File: config.mk
export PLATFORM = sky130hd
export DESIGN_NAME = seq_det_pat_mealy_flat
export DESIGN_NICKNAME = d
export VERILOG_FILES = /design/src/rtl/seq_det_pat_mealy_if.sv /design/src/rtl/seq_det_pat_mealy.sv /design/src/flat_wrapper.sv
export SDC_FILE = /design/constraint.sdc
export NUM_CORES = 1
export LEC_CHECK = 0
export BUFFER_PORTS_ARGS = -buffer_cell sky130_fd_sc_hd__buf_4
export CORE_MARGIN = 3
export CORE_UTILIZATION = 40
export DETAILED_ROUTE_END_ITERATION = 12
export MAX_ROUTING_LAYER = met4
export SLEW_MARGIN = 25
export SYNTH_ARGS = -nofsm -noshare
export SYNTH_HDL_FRONTEND = slang
export SYNTH_SLANG_ARGS = --single-unit
File: constraint.sdc
create_clock -name clk -period 2.9 [get_ports clk]
set_input_delay 0.435 -clock clk [delete_from_list [all_inputs] [get_ports clk]]
set_output_delay 0.435 -clock clk [all_outputs]
set_load 0.05 [all_outputs]
File: src/rtl/seq_det_pat_mealy_if.sv
// Serial stream, pattern-load and status bundle for the Mealy pattern detector.
// The master drives the stream and controls, and the slave (the detector) returns match status.
interface seq_det_pat_mealy_if #(
  parameter int PAT_LEN = 4,
  parameter int CNT_W   = 8
);
  logic               in;
  logic               in_valid;
  logic               overlap;
  logic               pat_load;
  logic [PAT_LEN-1:0] pat_in;
  logic               clr_cnt;
  logic               z;
  logic               z_q;
  logic [CNT_W-1:0]   match_cnt;
  logic               cnt_sat;

  modport master (
    output in, in_valid, overlap, pat_load, pat_in, clr_cnt,
    input  z, z_q, match_cnt, cnt_sat
  );

  modport slave (
    input  in, in_valid, overlap, pat_load, pat_in, clr_cnt,
    output z, z_q, match_cnt, cnt_sat
  );
endinterface

File: src/rtl/seq_det_pat_mealy.sv
// Mealy detector for a runtime-loadable PAT_LEN-bit serial pattern, with overlapping or
// non-overlapping detection and a saturating match counter.
module seq_det_pat_mealy #(
  parameter int                 PAT_LEN = 4,
  parameter int                 CNT_W   = 8,
  parameter logic [PAT_LEN-1:0] PAT_RST = {PAT_LEN{1'b1}}
) (
  input logic                clk,
  input logic                rst,
  seq_det_pat_mealy_if.slave bus
);

  localparam int                FILL_W    = $clog2(PAT_LEN);
  localparam logic [FILL_W-1:0] FILL_FULL = FILL_W'(PAT_LEN - 1);

  typedef enum logic [1:0] {
    EMPTY,
    FILLING,
    ARMED
  } state_t;

  state_t             state;
  logic [PAT_LEN-1:0] pat;
  logic [PAT_LEN-2:0] hist;
  logic [FILL_W-1:0]  fill;
  logic [FILL_W-1:0]  fill_inc;
  logic [PAT_LEN-1:0] window;
  logic               match;
  logic [CNT_W-1:0]   match_cnt;
  logic               cnt_sat;
  logic               z_q;

  // The state is kept alongside fill so that ARMED can be tested without a wide compare.
  function automatic state_t state_of(input logic [FILL_W-1:0] f);
    if (f == '0)
      return EMPTY;
    else if (f == FILL_FULL)
      return ARMED;
    else
      return FILLING;
  endfunction

  assign window   = {hist, bus.in};
  assign fill_inc = (fill == FILL_FULL) ? fill : fill + FILL_W'(1);
  assign match    = ~rst & bus.in_valid & ~bus.pat_load & (state == ARMED) & (window == pat);
  assign cnt_sat  = &match_cnt;

  always_ff @(posedge clk or posedge rst) begin
    if (rst) begin
      pat       <= PAT_RST;
      hist      <= '0;
      fill      <= '0;
      state     <= EMPTY;
      match_cnt <= '0;
      z_q       <= 1'b0;
    end else begin
      z_q <= match;

      // A clear that coincides with a match leaves that match counted.
      if (bus.clr_cnt)
        match_cnt <= match ? CNT_W'(1) : '0;
      else if (match && !cnt_sat)
        match_cnt <= match_cnt + CNT_W'(1);

      if (bus.pat_load) begin
        pat   <= bus.pat_in;
        hist  <= '0;
        fill  <= '0;
        state <= EMPTY;
      end else if (bus.in_valid) begin
        if (match && !bus.overlap) begin
          hist  <= '0;
          fill  <= '0;
          state <= EMPTY;
        end else begin
          hist  <= window[PAT_LEN-2:0];
          fill  <= fill_inc;
          state <= state_of(fill_inc);
        end
      end
    end
  end

  assign bus.z         = match;
  assign bus.z_q       = z_q;
  assign bus.match_cnt = match_cnt;
  assign bus.cnt_sat   = cnt_sat;

endmodule
File: src/flat_wrapper.sv
// flat-port wrapper written by rule: the top's interface ports become plain ports
module seq_det_pat_mealy_flat 
#(
  parameter int                 PAT_LEN = 4,
  parameter int                 CNT_W   = 8,
  parameter logic [PAT_LEN-1:0] PAT_RST = {PAT_LEN{1'b1}}
)
  (clk, rst, bus_in, bus_in_valid, bus_overlap, bus_pat_load, bus_pat_in, bus_clr_cnt, bus_z, bus_z_q, bus_match_cnt, bus_cnt_sat);
  seq_det_pat_mealy_if #(.PAT_LEN(PAT_LEN), .CNT_W(CNT_W)) bus_i ();
  input logic clk;
  input logic rst;
  input wire logic [$bits(bus_i.in)-1:0] bus_in;
  input wire logic [$bits(bus_i.in_valid)-1:0] bus_in_valid;
  input wire logic [$bits(bus_i.overlap)-1:0] bus_overlap;
  input wire logic [$bits(bus_i.pat_load)-1:0] bus_pat_load;
  input wire logic [$bits(bus_i.pat_in)-1:0] bus_pat_in;
  input wire logic [$bits(bus_i.clr_cnt)-1:0] bus_clr_cnt;
  output wire logic [$bits(bus_i.z)-1:0] bus_z;
  output wire logic [$bits(bus_i.z_q)-1:0] bus_z_q;
  output wire logic [$bits(bus_i.match_cnt)-1:0] bus_match_cnt;
  output wire logic [$bits(bus_i.cnt_sat)-1:0] bus_cnt_sat;
  assign bus_i.in = bus_in;
  assign bus_i.in_valid = bus_in_valid;
  assign bus_i.overlap = bus_overlap;
  assign bus_i.pat_load = bus_pat_load;
  assign bus_i.pat_in = bus_pat_in;
  assign bus_i.clr_cnt = bus_clr_cnt;
  assign bus_z = bus_i.z;
  assign bus_z_q = bus_i.z_q;
  assign bus_match_cnt = bus_i.match_cnt;
  assign bus_cnt_sat = bus_i.cnt_sat;
  seq_det_pat_mealy #(.PAT_LEN(PAT_LEN), .CNT_W(CNT_W), .PAT_RST(PAT_RST)) u_core (.clk(clk), .rst(rst), .bus(bus_i));
endmodule
==> flow_summary_export.csv <==
group,metric,value,unit
run_status,outcome,"completed",
clocking,cts-htree-levels,1,
timing,rsz0062_at_grt,"no",
logic_synthesis,synth_area,0.00102,mm^2
drt,dr.pass1.iters,4,
clocking,clk_pin_slew,110,ps
logic_synthesis,synth_nets,102,
place,placed_area,0.00118,mm^2
drt,vias_per_cell,5.65,
clocking,clk_latency,290,ps
logic_synthesis,syn_inst,89,
timing,relSlewSlack,52.6,%
clocking,cts_root_buf,"clkbuf_4",
logic_synthesis,yosysTopAreaCell,"dfrtp_1",
timing,fin_ws,753,ps
grt,gr-total-overflow,0,
cells_and_area,diodes,0,
timing,min_period,2150,ps
timing,finalCritPeriodShare,74.0,%
critical_path,path_cells,"xor2_1 > nor2_1 > and3_1 > buf_4",
critical_path,endpoint_kind,"output pin",
clocking,holdBufCountCts,0,
cells_and_area,drive_gt1_share,36.9,%
critical_path,max_stage_delay,550,ps
logic_synthesis,avgSynthCellArea,11.5,um^2
floorplanning,core-area,0.00232,mm^2
place,port_buffers,21,
cells_and_area,areaGrowthSynthToFinish,20.8,%
cells_and_area,stdcell_count,139,
flow_run,maxCapViolations,0,
grt,grt_pass1_wl,3460,um
critical_path,cp_data_arrival_time,1710,ps
timing,worst_pin_slew,711,ps
power_and_ir_drop,finalPower,0.584,mW
clocking,cts_setup_buffers,0,
clocking,cts_buffers,3,
critical_path,crit_buf_inv,1,
timing,hold_slack,277,ps
timing,fmax,466,MHz
drt,remaining_drc_errors,0,
clocking,cts_sinks,20,
floorplanning,die_w,56.6,um
cells_and_area,utilization,53.3,%
timing,setup_viol_count_final,0,
drt,drt_wl_total,1920,um
critical_path,cpLargestDelayFamily,"simple AND/OR/NAND/NOR gates",
logic_synthesis,netlist-cell-type-count,31,
critical_path,crit_slowest_cell,"dfstp_2",
power_and_ir_drop,ir_worst_vdd,0.352,mV
drt,drt-initial-drc-count,11,
place,dp.cells,135,
critical_path,worstPathRequired,2470,ps
floorplanning,ios,22,
cells_and_area,post-route-cell-area,0.00123,mm^2
floorplanning,dieArea,0.00320,mm^2
place,hpwl,1500,um
drt,post_drt_wl_per_cell,13.8,um
timing,clock_skew,4.55,ps
logic_synthesis,ys_ff_latch,20,
logic_synthesis,ys_seq_area_share,49.4,%
power_and_ir_drop,power_density,473,mW/mm^2
clocking,cts-resized-gates,0,
timing,finalSetupTns,0,ps
grt,grt.total_usage,14.0,%
critical_path,start_kind,"flip-flop",
logic_synthesis,ys_warn_count,0,
cells_and_area,fillers,204,
worst_hold_path,hold_path.class,"input pin to asynchronous set/reset pin",
floorplanning,start_util,44.1,%
timing,hold_viol,0,
floorplanning,die_h,56.6,um
logic_synthesis,synth.area.top_cells,"dfrtp_1, dfstp_2, a32o_1",
timing,slew_viol_final,0,
clocking,cts_max_path_buffers,2,
place,gp_congestion,0.729,
grt,grt_max_degree,21,
power_and_ir_drop,p_leak,0.551,nW
critical_path,critPathKind,"flip-flop to output pin",
floorplanning,num_rows,17,
logic_synthesis,synth_top_area_share,39.2,%
grt,grt_pass1_vias,800,
drt,ant_nets,0,
grt,antenna_found_initial,0,
place,place_ws,794,ps
drt,vias,786,
cells_and_area,layout.nets,125,
clocking,cts_tree,"done",
critical_path,path_max_fanout,5,
## routing by layer
layer  global-route usage, %  wire (um)  part of all wire [%]  up-vias
met3                    5.29        118                   6.1        2
met2                    23.4        919                    48       19
met5                       -          0                     0        -
met4                    2.03         14                  0.73        0
li1                        -          -                     -      379
met1                    16.5        866                    45      386
## final timing paths
kind / from / to / slack, ps / depth (start not counted)
setup / recovery: u_core.pat[1]$_DFFE_PP1P_ / bus_z / 750 / 4
hold / removal: rst / u_core.hist[0]$_DFFE_PP0P_ / 280 / 2
setup reg to reg: u_core.pat[2]$_DFFE_PP1P_ / u_core.bus.match_cnt[7]$_DFFE_PP0P_ / 1000 / 5
hold reg to reg: u_core.state[0]$_DFFE_PP0P_ / u_core.state[0]$_DFFE_PP0P_ / 520 / 1
max in group asynchronous: rst / u_core.state[0]$_DFFE_PP0P_ / 2180 / 2
min in group clk: bus_clr_cnt / u_core.bus.match_cnt[4]$_DFFE_PP0P_ / 350 / 2
## cell type report
| class | instances | area [um^2] | area share, % |
|---|---|---|---|
| flip-flops and latches | 20 | 505 | 40.9 |
| multi-input cells | 63 | 473 | 38.3 |
| repair buffers | 21 | 158 | 12.8 |
| well taps | 28 | 35.0 | 2.84 |
| clock inverters | 1 | 30.0 | 2.43 |
| clock buffers | 3 | 22.5 | 1.82 |
| inverters | 3 | 11.3 | 0.912 |
## kinds of logic after synthesis
group / synth area share, %
buf+inv: 4.28
mux: 4.41
simple gates: 21.1
fa+ha+maj: 2.45
compound gates: 14.1
flops: 49.4
xor+xnor: 4.28
## layout by cell type, fill, tap and decap left out, types with 2 or more instances in the layout
cell and n:
mux2_2 4, xor2_1 5, dfrtp_1 16, nor2_1 5, a21oi_1 6, nand2_1 5, ha_1 2, nand4_1 3
or3_1 3, or2_2 2, buf_4 21, nand3_1 4, o21ai_0 4, clkbuf_4 3, a32o_1 6, inv_1 3
dfstp_2 4
## power by group
part           internal (mW)  switching [mW]  leakage, nW
Combinational         0.0299          0.0299        0.261
Sequential             0.295         0.00905        0.262
Clock                  0.140          0.0810       0.0279
## flip-flops by register name (all words and copies together) (netlist names)
| name | flops |
|---|---|
| u_core.bus.match_cnt | 8 |
| u_core.bus.z_q | 1 |
| u_core.fill | 2 |
| u_core.hist | 3 |
| u_core.pat | 4 |
| u_core.state | 2 |
## synthesized netlist by cell type
library cell      n
nor4_1            1
a31oi_1           1
dfrtp_1          16
nand4_1           3
nand2b_1          1
xor2_1            5
o21ai_0           4
o31a_2            1
ha_1              2
nor4_4            1
nand3_2           1
nand3b_1          1
and3_1            1
nor2b_1           1
or3_1             3
or3_2             1
and4_1            1
inv_1             3
buf_6             2
a21oi_1           6
nand2_1           5
o21ba_2           1
mux2_2            4
nand3_1           4
a32o_1            6
o211ai_1          1
nand4bb_4         1
dfstp_2           4
nor2_1            5
clkdlybuf4s25_2   1
or2_2             2
No activity file was read; power rests on OpenSTA's default activity.
